===== src/rtl/rom_seq_reader.sv =====
// Sequential reader that scans an asynchronous ROM once per start request and hands each word downstream over a valid/ready handshake.
// Optional build macro ROM_READER_CHKSUM_EN adds the chksum output (running XOR of accepted words).
module rom_seq_reader #(
  parameter int ADDR_W = 2,
  parameter int DATA_W = 4
) (
  input  logic              clk,
  input  logic              rst,
  input  logic              start,
  output logic [ADDR_W-1:0] address,
  input  logic [DATA_W-1:0] rom_data_in,
  output logic [DATA_W-1:0] data_out,
  output logic              data_valid,
  input  logic              data_ready,
  output logic              busy,
  output logic              done
`ifdef ROM_READER_CHKSUM_EN
  ,
  output logic [DATA_W-1:0] chksum
`endif
);

  typedef enum logic [1:0] {
    S_IDLE  = 2'd0,
    S_FETCH = 2'd1,
    S_HOLD  = 2'd2,
    S_DONE  = 2'd3
  } state_e;

  localparam logic [ADDR_W-1:0] CNT_MAX = '1;

  state_e            state_q, state_d;
  logic [ADDR_W-1:0] cnt_q, cnt_d;
  logic [DATA_W-1:0] data_q, data_d;

  always_ff @(posedge clk or posedge rst) begin
    if (rst) begin
      state_q <= S_IDLE;
      cnt_q   <= '0;
      data_q  <= '0;
    end else begin
      state_q <= state_d;
      cnt_q   <= cnt_d;
      data_q  <= data_d;
    end
  end

  always_comb begin
    state_d = state_q;
    cnt_d   = cnt_q;
    data_d  = data_q;
    case (state_q)
      S_IDLE: begin
        if (start) begin
          state_d = S_FETCH;
          cnt_d   = '0;
        end
      end
      S_FETCH: begin
        data_d  = rom_data_in;
        state_d = S_HOLD;
      end
      S_HOLD: begin
        // Last word accepted goes to DONE without incrementing, so the counter never wraps mid-scan.
        if (data_ready) begin
          if (cnt_q == CNT_MAX) begin
            cnt_d   = '0;
            state_d = S_DONE;
          end else begin
            cnt_d   = cnt_q + ADDR_W'(1);
            state_d = S_FETCH;
          end
        end
      end
      S_DONE: begin
        cnt_d   = '0;
        state_d = S_IDLE;
      end
      default: state_d = S_IDLE;
    endcase
  end

  assign address    = (state_q == S_IDLE) ? '0 : cnt_q;
  assign data_out   = data_q;
  assign data_valid = (state_q == S_HOLD);
  assign busy       = (state_q != S_IDLE);
  assign done       = (state_q == S_DONE);

`ifdef ROM_READER_CHKSUM_EN
  logic [DATA_W-1:0] chk_q, chk_d;
  logic              start_acc, word_acc;

  assign start_acc = (state_q == S_IDLE) && start;
  assign word_acc  = (state_q == S_HOLD) && data_ready;

  always_comb begin
    chk_d = chk_q;
    if (start_acc) begin
      chk_d = '0;
    end else if (word_acc) begin
      chk_d = chk_q ^ data_q;
    end
  end

  always_ff @(posedge clk or posedge rst) begin
    if (rst) begin
      chk_q <= '0;
    end else begin
      chk_q <= chk_d;
    end
  end

  assign chksum = chk_q;
`endif

endmodule


===== config.mk =====
export PLATFORM = sky130hd
export DESIGN_NAME = rom_seq_reader
export DESIGN_NICKNAME = d
export VERILOG_FILES = /design/src/rtl/rom_seq_reader.sv
export SDC_FILE = /design/constraint.sdc
export NUM_CORES = 1
export LEC_CHECK = 0
export ABC_AREA = 0
export BUFFER_PORTS_ARGS = -buffer_cell sky130_fd_sc_hd__buf_4
export CAP_MARGIN = 25
export CORE_MARGIN = 1.5
export CORE_UTILIZATION = 30
export DETAILED_ROUTE_END_ITERATION = 10
export PLACE_DENSITY = 0.67
export SYNTH_ARGS = -nofsm -noshare
export SYNTH_HDL_FRONTEND = slang
export SYNTH_SLANG_ARGS = --single-unit

===== constraint.sdc =====
create_clock -name clk -period 1.2 [get_ports clk]
set_input_delay 0 -clock clk [delete_from_list [all_inputs] [get_ports clk]]
set_output_delay 0 -clock clk [all_outputs]
set_load 0.005 [all_outputs]

* Word level (Yosys, flattened, before mapping) *
Index checks and enable logic that the tools add are counted.

cells by class
  reduce and logical (&&, ||, !) cells = 5
  $add $sub $neg = 1
  eq/ne operators = 6
  multiplexer cells = 9

operator list
  kind                                                                      number
  2-bit 2-to-1 mux                                                          7
  2-bit case mux with 4 select lines                                        1
  2-bit equality test (second input constant)                               3
  2-bit case mux with 3 select lines                                        1
  3-bit AND reduction                                                       1
  3-bit nonzero test                                                        1
  2-bit by 1-bit adder with 2-bit output (second input constant)            1
  2-bit by 1-bit equality test with 1-bit output (second input constant)    1
  2-bit logical NOT                                                         1
  2-bit by 1-bit inequality test with 1-bit output (second input constant)  1
  2-bit inequality test (second input constant)                             1
  2-bit AND reduction                                                       1
  2-bit nonzero test                                                        1

word-level totals
  input bits = 8
  output and inout port bits = 9
  logic and storage cells = 24
  bits in registers = 8

* Longest topological paths before layout *
Gate-level depths: netlist of run 1.

  word-level depth = 4
  depth in mapped cells = 4
  mapped depth without buffers = 4

* Least setup slack after synthesis of run 1 *
Ideal clock, no wire load.

  kind = reg-to-reg
  start = register cnt_q[0]
  end = register cnt_q[1]
  stages on the path, launching flop included = 4
  path buffers = 0
  required time = 1.079 ns
  path slack = -0.057 ns
  library setup time = 0.121 ns
  data arrival time = 1.137 ns
  clock period less this slack = 1.257 ns
  cells stage by stage = dfrtp_1 ha_1 mux2_4 a22o_1

on the way
  word-level cells in the longest chain between the ends = 4
  elaborated cells on any way between the ends = 5
  classes of those cells = add/sub: 1; eq/ne: 1; mux: 3

RTL lines
  item                                                                                  RTL line  RTL
  start: declaration                                                                    33        logic [ADDR_W-1:0] cnt_q, cnt_d;
  start signal: assignment                                                              43        cnt_q <= cnt_d;
  2-bit by 1-bit adder with 2-bit output / 2-bit equality test (equally long branches)  70, 66
  2-bit 2-to-1 mux *                                                                    66        if (cnt_q == CNT_MAX) begin
  2-bit 2-to-1 mux *                                                                    65        if (data_ready) begin
  2-bit case mux with 3 select lines *                                                  52        case (state_q)

Every way passes the cells marked *; elsewhere a longest branch is shown, timed or not. The select of a mux whose other input is x is not followed.
A chain may end at the register's enable or synchronous reset.

* Worst setup path in the final report of run 1 *
Same ends and word-level chain as after synthesis.

==> reports/qor.txt, run 1 <==
syn_area_per_cell -> 13.0 µm²
clock sink count -> 8
I/O pins -> 17
Vias -> 320
Largest delay share family, worst path -> flip-flops
CP endpoint kind -> flip-flop
Max-Cap Viols -> 0
Leak -> 0.349 nW
Final TNS setup -> -21.5 ps
Clock transition at path regs -> 50 ps
Crit Reg-Reg Startpoint -> cnt_q[0]
reg2reg setup slack -> -20 ps
DR vias/cell -> 4.32
critical path class -> reg2reg
Post-Syn Nets -> 40
min Tclk post-route -> 1220 ps
DP Wirelength -> 638 µm
Placeable Area -> 0.00127 mm²
DRC -> 0
CP Cell Sequence -> ha_1 > mux2_4 > a22o_1
IO Port Bufs -> 16
cells after synthesis -> 31
Synth cell types -> 14
area grow syn2layout -> 64.0%
Worst Skew -> 1.24 ps
pre-CTS WS -> -22.8 ps
chip width -> 39.6 µm
number of global-route vias before repair -> 321
die area -> 0.00157 mm²
CTS tree -> done
pins over their slew limit -> 0
Yosys Warn Count -> 0
final setup fails -> 1
failing checks -> negative setup slack
peak per-stage delay on the critical path -> 380 ps
crit share post-route -> 1.02
post-route setup slack -> -21.5 ps
worst endpoint data arrival time -> 1360 ps
CP startpoint -> cnt_q[0]
n_diodes -> 0
Post-Syn Area -> 403 µm²
FF-to-FF End -> cnt_q[1]
initial drt markers -> 0
worst min path class -> in2reg
GRT Overall Usage -> 0.134
final hold violations -> 0
RSZ-0062 raised after global routing -> yes
clock buffer count from CTS -> 3
worst-margin pin slew -> 297 ps
final global-route overflow total -> 0
Crit-path slowest cell -> dfrtp_1
share of cells above drive strength 1 -> 0.576
largest net degree at the start of global routing -> 9
RD Place Congestion -> 0.626
Rel. slew slack -> 0.802
WP data required -> 1340 ps
Skew-Pair Late Insertion Delay -> 250 ps
GR Layer Usage met1 -> 0.164
nets -> 70
most frequent cells in the layout -> buf_4 (18), dfrtp_1 (7), mux2_4 (5), dlygate4sd3_1 (5), clkbuf_4 (3)
worst-path fanout max -> 2
H-tree Lvls -> 1
WL/cell -> 12.0 µm
CP bufs+invs -> 0
crit path capture -> cnt_q[1]
DRT Pass-1 Iters -> 1
Max clock buf depth -> 2
commonest non-fill, non-tap cell in the layout -> buf_4
routing usage on met2 -> 0.209
Die H -> 39.6 µm
post-synthesis sequential area ratio -> 0.497
Synth Register Bits -> 8
status -> finished with violations
drt total wl -> 890 µm
R2R depth -> 3
post-route ant nets -> 0
global-route wire length before repair -> 1320 µm
initial antenna violation count -> 0
met3 Track Usage GR -> 0.0341
layer carrying the most global-route usage -> met2
Initial Util -> 0.318
Worst VDD drop -> 1.04 mV
clk root buf -> clkbuf_4
Max Clk Rate -> 0.819 GHz
WP depth -> 3
type of origin of the critical path -> flip-flop
P per Cell Area -> 2260 mW/mm²
Site Rows -> 13
power by group:
part / total, mW / switching [mW] / internal (mW)
registers: 0.465 / 0.0667 / 0.398
clock network: 0.199 / 0.0851 / 0.114
logic: 0.833 / 0.287 / 0.546
repair_timing:
item / in CTS / in global routing
hold buffers: 5 / 0
endpoints found under the setup margin: 3 / 3
endpoints found under the hold margin: 12 / 0
pin swaps: 1 / 3
buffers inserted: 2 / 0
resized for setup: 2 / 4
registers in the layout (all words and copies together) (netlist names):
register / flops
cnt_q: 2
data_out: 4
state_q: 2
worst register-to-register path, cell delays in order, from the launching register on:
cell	delay [ps]
dfrtp_1	380
ha_1	290
mux2_4	250
a22o_1	200
cell families (layout without fill, tap and decap cells):
logic type      count (synthesis)  count (layout)  share of synthesized area
fa+ha+maj                       1               1                     0.0311
buf+inv                         2              30                     0.0186
flops                           8               8                      0.497
simple gates                   10              10                      0.162
compound gates                  3               3                     0.0559
mux                             7               7                      0.236
layer usage:
metal	wire (µm)	vias up
met1	404	141
li1	-	163
met4	0	0
met5	0	-
met2	418	16
met3	68	0
cell usage after synthesis (all sizes together):
master / instances / area, µm²
a22o: 2 / 17.5
and2: 3 / 18.8
nor2b: 1 / 8.76
dfrtp: 8 / 200
mux2: 5 / 75.1
ha: 1 / 12.5
a21oi: 1 / 5.00
nor2: 1 / 3.75
or2: 1 / 6.26
inv: 2 / 7.51
nand2: 2 / 7.51
mux2i: 2 / 20.0
nand2b: 2 / 20.0
how the worst min path moves through the flow:
stage | cells past startpoint | end | start | slack [ps]
finish | 3 | state_q[0] | start | 5
global route | 3 | state_q[0] | start | 40
CTS | 3 | state_q[0] | start | 3
detailed placement | 2 | data_out[0] | rst | -30
global placement | 2 | data_out[0] | rst | -30
floorplan | 1 | cnt_q[0] | rst | -180
per-stage QoR:
step           power [mW]  hold slack (ps)  utilization  cells  cell area, µm²
2_1_floorplan       0.873             -184            -     31             403
3_3_place_gp         1.18            -34.6        0.439     64             557
3_5_place_dp         1.20            -33.0        0.439     64             557
4_1_cts              1.48             2.70        0.511     74             648
5_1_grt              1.62             35.9        0.521     74             661
6_report             1.50             4.79        0.521     74             661
cell type report:
class                           count  area (µm²)
Sequential cell                     8         201
Multi-Input combinational cell     21         203
Timing Repair Buffer               25         208
Tap cell                           15        18.8
Fill cell                         119         608
Inverter                            2        7.51
Clock buffer                        3        22.5
(Power assumes the default switching activity.)
==> inputs of run 2 (changes only) <==
SKIP_CTS_REPAIR_TIMING = 1   (was not set)
==> run 2 against run 1 <==
Cell count rose by 2.7%. Design area rose by 2.5%. Non-clock buffer count rose by 2. The flow still finishes with violations (negative setup slack). Sequential share of layout area fell by 0.55 points. Critical path type unchanged. Critical path depth did not move. Worst setup slack barely moved. Global-route usage fell by 1.2 points. Register-to-register slack barely moved. Core utilization rose by 1.3 points.
==> reports/qor.txt, run 2 (same netlist as run 1, synthesis figures left out) <==
number of global-route vias before repair -> 283 (was 321)
Leak -> 0.358 nW (was 0.349 nW)
Placed Area -> 557 µm² (unchanged)
Psw -> 0.447 mW (was 0.439 mW)
share of cells above drive strength 1 -> 0.607 (was 0.576)
peak per-stage delay on the critical path -> 380 ps (about the same)
Placeable Area -> 0.00127 mm² (unchanged)
Skew-Pair Late Insertion Delay -> 240 ps (was 250 ps)
Die H -> 39.6 µm (unchanged)
Worst VDD drop -> 1.04 mV (about the same)
status -> finished with violations (unchanged)
clock sink count -> 8 (unchanged)
sw frac -> 0.291 (was 0.293)
global-route wire length before repair -> 1200 µm (was 1320 µm)
largest net degree at the start of global routing -> 9 (unchanged)
most frequent cells in the layout -> buf_4 (20), dfrtp_1 (6), mux2_4 (5), dlygate4sd3_1 (5), clkbuf_4 (3) (was buf_4 (18), dfrtp_1 (7), mux2_4 (5), dlygate4sd3_1 (5), clkbuf_4 (3))
area grow syn2layout -> 68.0% (was 64.0%)
P_int -> 1.09 mW (was 1.06 mW)
failing checks -> negative setup slack (unchanged)
post-route setup slack -> -21.5 ps (about the same)
reg2reg setup slack -> -20 ps (about the same)
IO Port Bufs -> 16 (unchanged)
final setup fails -> 2 (was 1)
clock buffer count from CTS -> 3 (unchanged)
initial drt markers -> 1 (was 0)
RD Place Congestion -> 0.626 (unchanged)
clk root buf -> clkbuf_4 (unchanged)
Final Util -> 0.534 (was 0.521)
min Tclk post-route -> 1220 ps (about the same)
Max Clk Rate -> 0.819 GHz (about the same)
max reg flops -> 4 (unchanged)
Rel. slew slack -> 0.803 (was 0.802)
worst endpoint data arrival time -> 1360 ps (about the same)
worst-path fanout max -> 2 (unchanged)
nets -> 72 (was 70)
Vias -> 328 (was 320)
Total Power -> 1.54 mW (was 1.50 mW)
Max clock buf depth -> 2 (unchanged)
pre-CTS WS -> -22.8 ps (unchanged)
worst-margin pin slew -> 296 ps (was 297 ps)
DR vias/cell -> 4.32 (about the same)
final hold violations -> 0 (unchanged)
worst min path class -> in2reg (unchanged)
type of origin of the critical path -> flip-flop (unchanged)
Clock power frac -> 0.129 (was 0.133)
post-route cell area -> 677 µm² (was 661 µm²)
I/O pins -> 17 (unchanged)
CP Cell Sequence -> ha_1 > mux2_4 > a22o_1 (unchanged)
critical path class -> reg2reg (unchanged)
crit share post-route -> 1.02 (about the same)
CP endpoint kind -> flip-flop (unchanged)
post-route ant nets -> 0 (unchanged)
Clock transition at path regs -> 50 ps (about the same)
DRC -> 0 (unchanged)
P per Cell Area -> 2270 mW/mm² (was 2260 mW/mm²)
final global-route overflow total -> 0 (unchanged)
H-tree Lvls -> 1 (unchanged)
Worst Skew -> 0.210 ps (was 1.24 ps)
die area -> 0.00157 mm² (unchanged)
Crit-path slowest cell -> dfrtp_1 (unchanged)
DP Wirelength -> 638 µm (unchanged)
Max-Cap Viols -> 0 (unchanged)
GRT Overall Usage -> 0.122 (was 0.134)
drt total wl -> 914 µm (was 890 µm)
Initial Util -> 0.318 (unchanged)
DRT Pass-1 Iters -> 2 (was 1)
sequential share of power -> 0.315 (was 0.311)
chip width -> 39.6 µm (unchanged)
initial antenna violation count -> 0 (unchanged)
WL/cell -> 12.0 µm (about the same)
Site Rows -> 13 (unchanged)
commonest non-fill, non-tap cell in the layout -> buf_4 (unchanged)
RSZ-0062 raised after global routing -> yes (unchanged)
combinational share of power -> 0.556 (about the same)
CTS tree -> done (unchanged)
pins over their slew limit -> 0 (unchanged)
n_diodes -> 0 (unchanged)
WP data required -> 1330 ps (was 1340 ps)
==> run 2: final timing paths <==
kind / startpoint / to / depth (start not counted)
setup / recovery: cnt_q[0] / cnt_q[1] / 3
hold / removal: start / state_q[0] / 3
setup reg to reg: cnt_q[0] / cnt_q[1] / 3
hold reg to reg: state_q[0] / state_q[0] / 1
max in group asynchronous: rst / state_q[1] / 3
min in group asynchronous: rst / data_out[0] / 3
==> run 2: layer usage <==
| metal | track usage | vias up | part of all wire |
|---|---|---|---|
| li1 | - | 165 | - |
| met1 | 0.160 | 147 | 0.43 |
| met2 | 0.184 | 16 | 0.49 |
| met3 | 0.0341 | 0 | 0.074 |
| met4 | 0.0517 | 0 | 0 |
| met5 | 0 | - | 0 |
==> run 2: area by class of cell <==
type,count,area [µm²]
fillers,123,592
repair buffers,27,223
flip-flops and latches,8,203
multi-input cells,21,203
clock buffers,3,22.5
well taps,15,18.8
inverters,2,7.51
==> run 2: power by group through the flow <==
stage,clock [mW],combinational [mW],sequential (mW)
after floorplan,0,0.371,0.502
after global placement,0,0.690,0.491
after detailed placement,0,0.700,0.498
after CTS,0.205,0.708,0.495
after global routing,0.227,0.935,0.498
final,0.198,0.855,0.484
==> run 2: worst max-delay path, delay by kind of cell (launching register included) <==
family	cells	cell delay, ps
compound gates	1	200
fa+ha+maj	1	290
flops	1	380
mux	1	250
==> run 2: stage by stage <==
| step | cells | hold WS (ps) | setup TNS [ps] |
|---|---|---|---|
| floorplan | 31 | -184 | -21.5 |
| global placement | 64 | -34.6 | -9.01 |
| detailed placement | 64 | -33.0 | -22.8 |
| CTS | 67 | -298 | -225 |
| global route | 76 | 36.8 | -138 |
| finish | 76 | 7.40 | -24.0 |
==> inputs of run 3 (changes only) <==
==> constraint.sdc (replaced) <==
create_clock -name clk -period 1.2 [get_ports clk]
set_input_delay 0 -clock clk [delete_from_list [all_inputs] [get_ports clk]]
set_output_delay 0 -clock clk [all_outputs]
set_load 0.05 [all_outputs]
==> run 3 against run 2 <==
The flow still finishes with violations (negative setup slack). Die area stayed put. Clock skew rose by 2.7 ps. Power rose by 33%. Global-route usage increased by 0.089 points. Fmax is 0.68% lower. Critical path type unchanged. Critical endpoint unchanged. Highest routed layer is now met4.
==> reports/qor.txt, run 3 (same netlist as run 1, synthesis figures left out) <==
fillers -> 108 (was 123)
RD Place Congestion -> 0.760 (was 0.626)
RSZ-0062 raised after global routing -> yes (unchanged)
post-route ant nets -> 0 (unchanged)
min Tclk post-route -> 1230 ps (was 1220 ps)
critical path class -> reg2reg (unchanged)
Die H -> 39.6 µm (unchanged)
share of cells above drive strength 1 -> 0.607 (unchanged)
Site Rows -> 13 (unchanged)
chip width -> 39.6 µm (unchanged)
Worst Skew -> 2.94 ps (was 0.210 ps)
DRC -> 0 (unchanged)
max reg flops -> 4 (unchanged)
initial drt markers -> 4 (was 1)
die area -> 0.00157 mm² (unchanged)
WL/cell -> 11.4 µm (was 12.0 µm)
Max Clk Rate -> 0.813 GHz (was 0.819 GHz)
failing checks -> negative setup slack (unchanged)
commonest non-fill, non-tap cell in the layout -> buf_4 (unchanged)
most frequent cells in the layout -> buf_4 (19), dfrtp_1 (6), mux2_4 (5), dlygate4sd3_1 (5), clkbuf_4 (3) (was buf_4 (20), dfrtp_1 (6), mux2_4 (5), dlygate4sd3_1 (5), clkbuf_4 (3))
crit share post-route -> 1.02 (about the same)
worst-path fanout max -> 2 (unchanged)
CTS tree -> done (unchanged)
pre-CTS WS -> -26.3 ps (was -22.8 ps)
Vias -> 320 (was 328)
area grow syn2layout -> 72.0% (was 68.0%)
Final TNS setup -> -46.6 ps (was -24.0 ps)
worst endpoint data arrival time -> 1370 ps (was 1360 ps)
final hold violations -> 0 (unchanged)
pins over their slew limit -> 0 (unchanged)
Skew-Pair Late Insertion Delay -> 250 ps (was 240 ps)
I/O pins -> 17 (unchanged)
Initial Util -> 0.318 (unchanged)
n_diodes -> 0 (unchanged)
CP endpoint kind -> flip-flop (unchanged)
type of origin of the critical path -> flip-flop (unchanged)
Placed Area -> 574 µm² (was 557 µm²)
Total Power -> 2.05 mW (was 1.54 mW)
DRT Pass-1 Iters -> 4 (was 2)
Clock transition at path regs -> 50 ps (about the same)
IO Port Bufs -> 16 (unchanged)
peak per-stage delay on the critical path -> 370 ps (was 380 ps)
worst-margin pin slew -> 311 ps (was 296 ps)
CP Cell Sequence -> ha_1 > mux2_4 > a22o_1 (unchanged)
post-route setup slack -> -29.9 ps (was -21.5 ps)
clock sink count -> 8 (unchanged)
worst min path class -> in2reg (unchanged)
global-route wire length before repair -> 1120 µm (was 1200 µm)
initial antenna violation count -> 0 (unchanged)
Rel. slew slack -> 0.792 (was 0.803)
final global-route overflow total -> 0 (unchanged)
drt total wl -> 867 µm (was 914 µm)
final setup fails -> 3 (was 2)
Worst VDD drop -> 1.33 mV (was 1.04 mV)
H-tree Lvls -> 1 (unchanged)
Crit-path slowest cell -> dfrtp_1 (unchanged)
WP data required -> 1340 ps (was 1330 ps)
Max clock buf depth -> 2 (unchanged)
nets -> 72 (unchanged)
largest net degree at the start of global routing -> 9 (unchanged)
Placeable Area -> 0.00127 mm² (unchanged)
clock buffer count from CTS -> 3 (unchanged)
clk root buf -> clkbuf_4 (unchanged)
GRT Overall Usage -> 0.123 (was 0.122)
Max-Cap Viols -> 0 (unchanged)
Final Util -> 0.546 (was 0.534)
Leak -> 0.364 nW (was 0.358 nW)
number of global-route vias before repair -> 249 (was 283)
P per Cell Area -> 2960 mW/mm² (was 2270 mW/mm²)
DR vias/cell -> 4.21 (was 4.32)
status -> finished with violations (unchanged)
post-route cell area -> 693 µm² (was 677 µm²)
run 3: cell counts in the layout (fill, tap and decap cells not counted):
Identical to the previous run, type by type.
run 3: critical path: cells and delay by family (launching register included):
kind / cells / cell delay (ps)
flops: 1 / 370
fa+ha+maj: 1 / 290
mux: 1 / 250
compound gates: 1 / 210
run 3: final timing paths:
path	startpoint	to	slack [ps]	cells after the start
worst max-delay path	cnt_q[0]	cnt_q[1]	-30	3
worst min register to register	data_out[1]	data_out[1]	510	1
max in group asynchronous	rst	state_q[1]	660	3
worst min-delay path	start	state_q[0]	10	3
min in group asynchronous	rst	data_out[1]	280	3
worst max register to register	cnt_q[0]	cnt_q[1]	-30	3
run 3: area by class of cell:
class / count / area, µm² / share of cell area
repair buffers: 27 / 234 / 0.338
multi-input cells: 21 / 208 / 0.300
flip-flops and latches: 8 / 203 / 0.292
clock buffers: 3 / 22.5 / 0.0325
well taps: 15 / 18.8 / 0.0271
inverters: 2 / 7.51 / 0.0108
run 3: power by group:
part	total (mW)	switching (mW)	internal, mW
Clock	0.203	0.0891	0.114
Combinational	1.37	0.744	0.626
Sequential	0.478	0.0767	0.401
Total	2.05	0.910	1.14
run 3: metal layers:
metal	vias up	GRT usage	share of wire
met1	136	0.163	0.44
met3	3	0.0852	0.052
li1	170	-	-
met2	11	0.123	0.50
met5	-	0	0
met4	0	0.103	0.0092
run 3: stage by stage:
step / hold WS (ps) / instances
detailed placement: -28.6 / 65
CTS: -305 / 68
floorplan: -184 / 31
global placement: -29.1 / 65
global route: 35.0 / 76
finish: 14.7 / 76
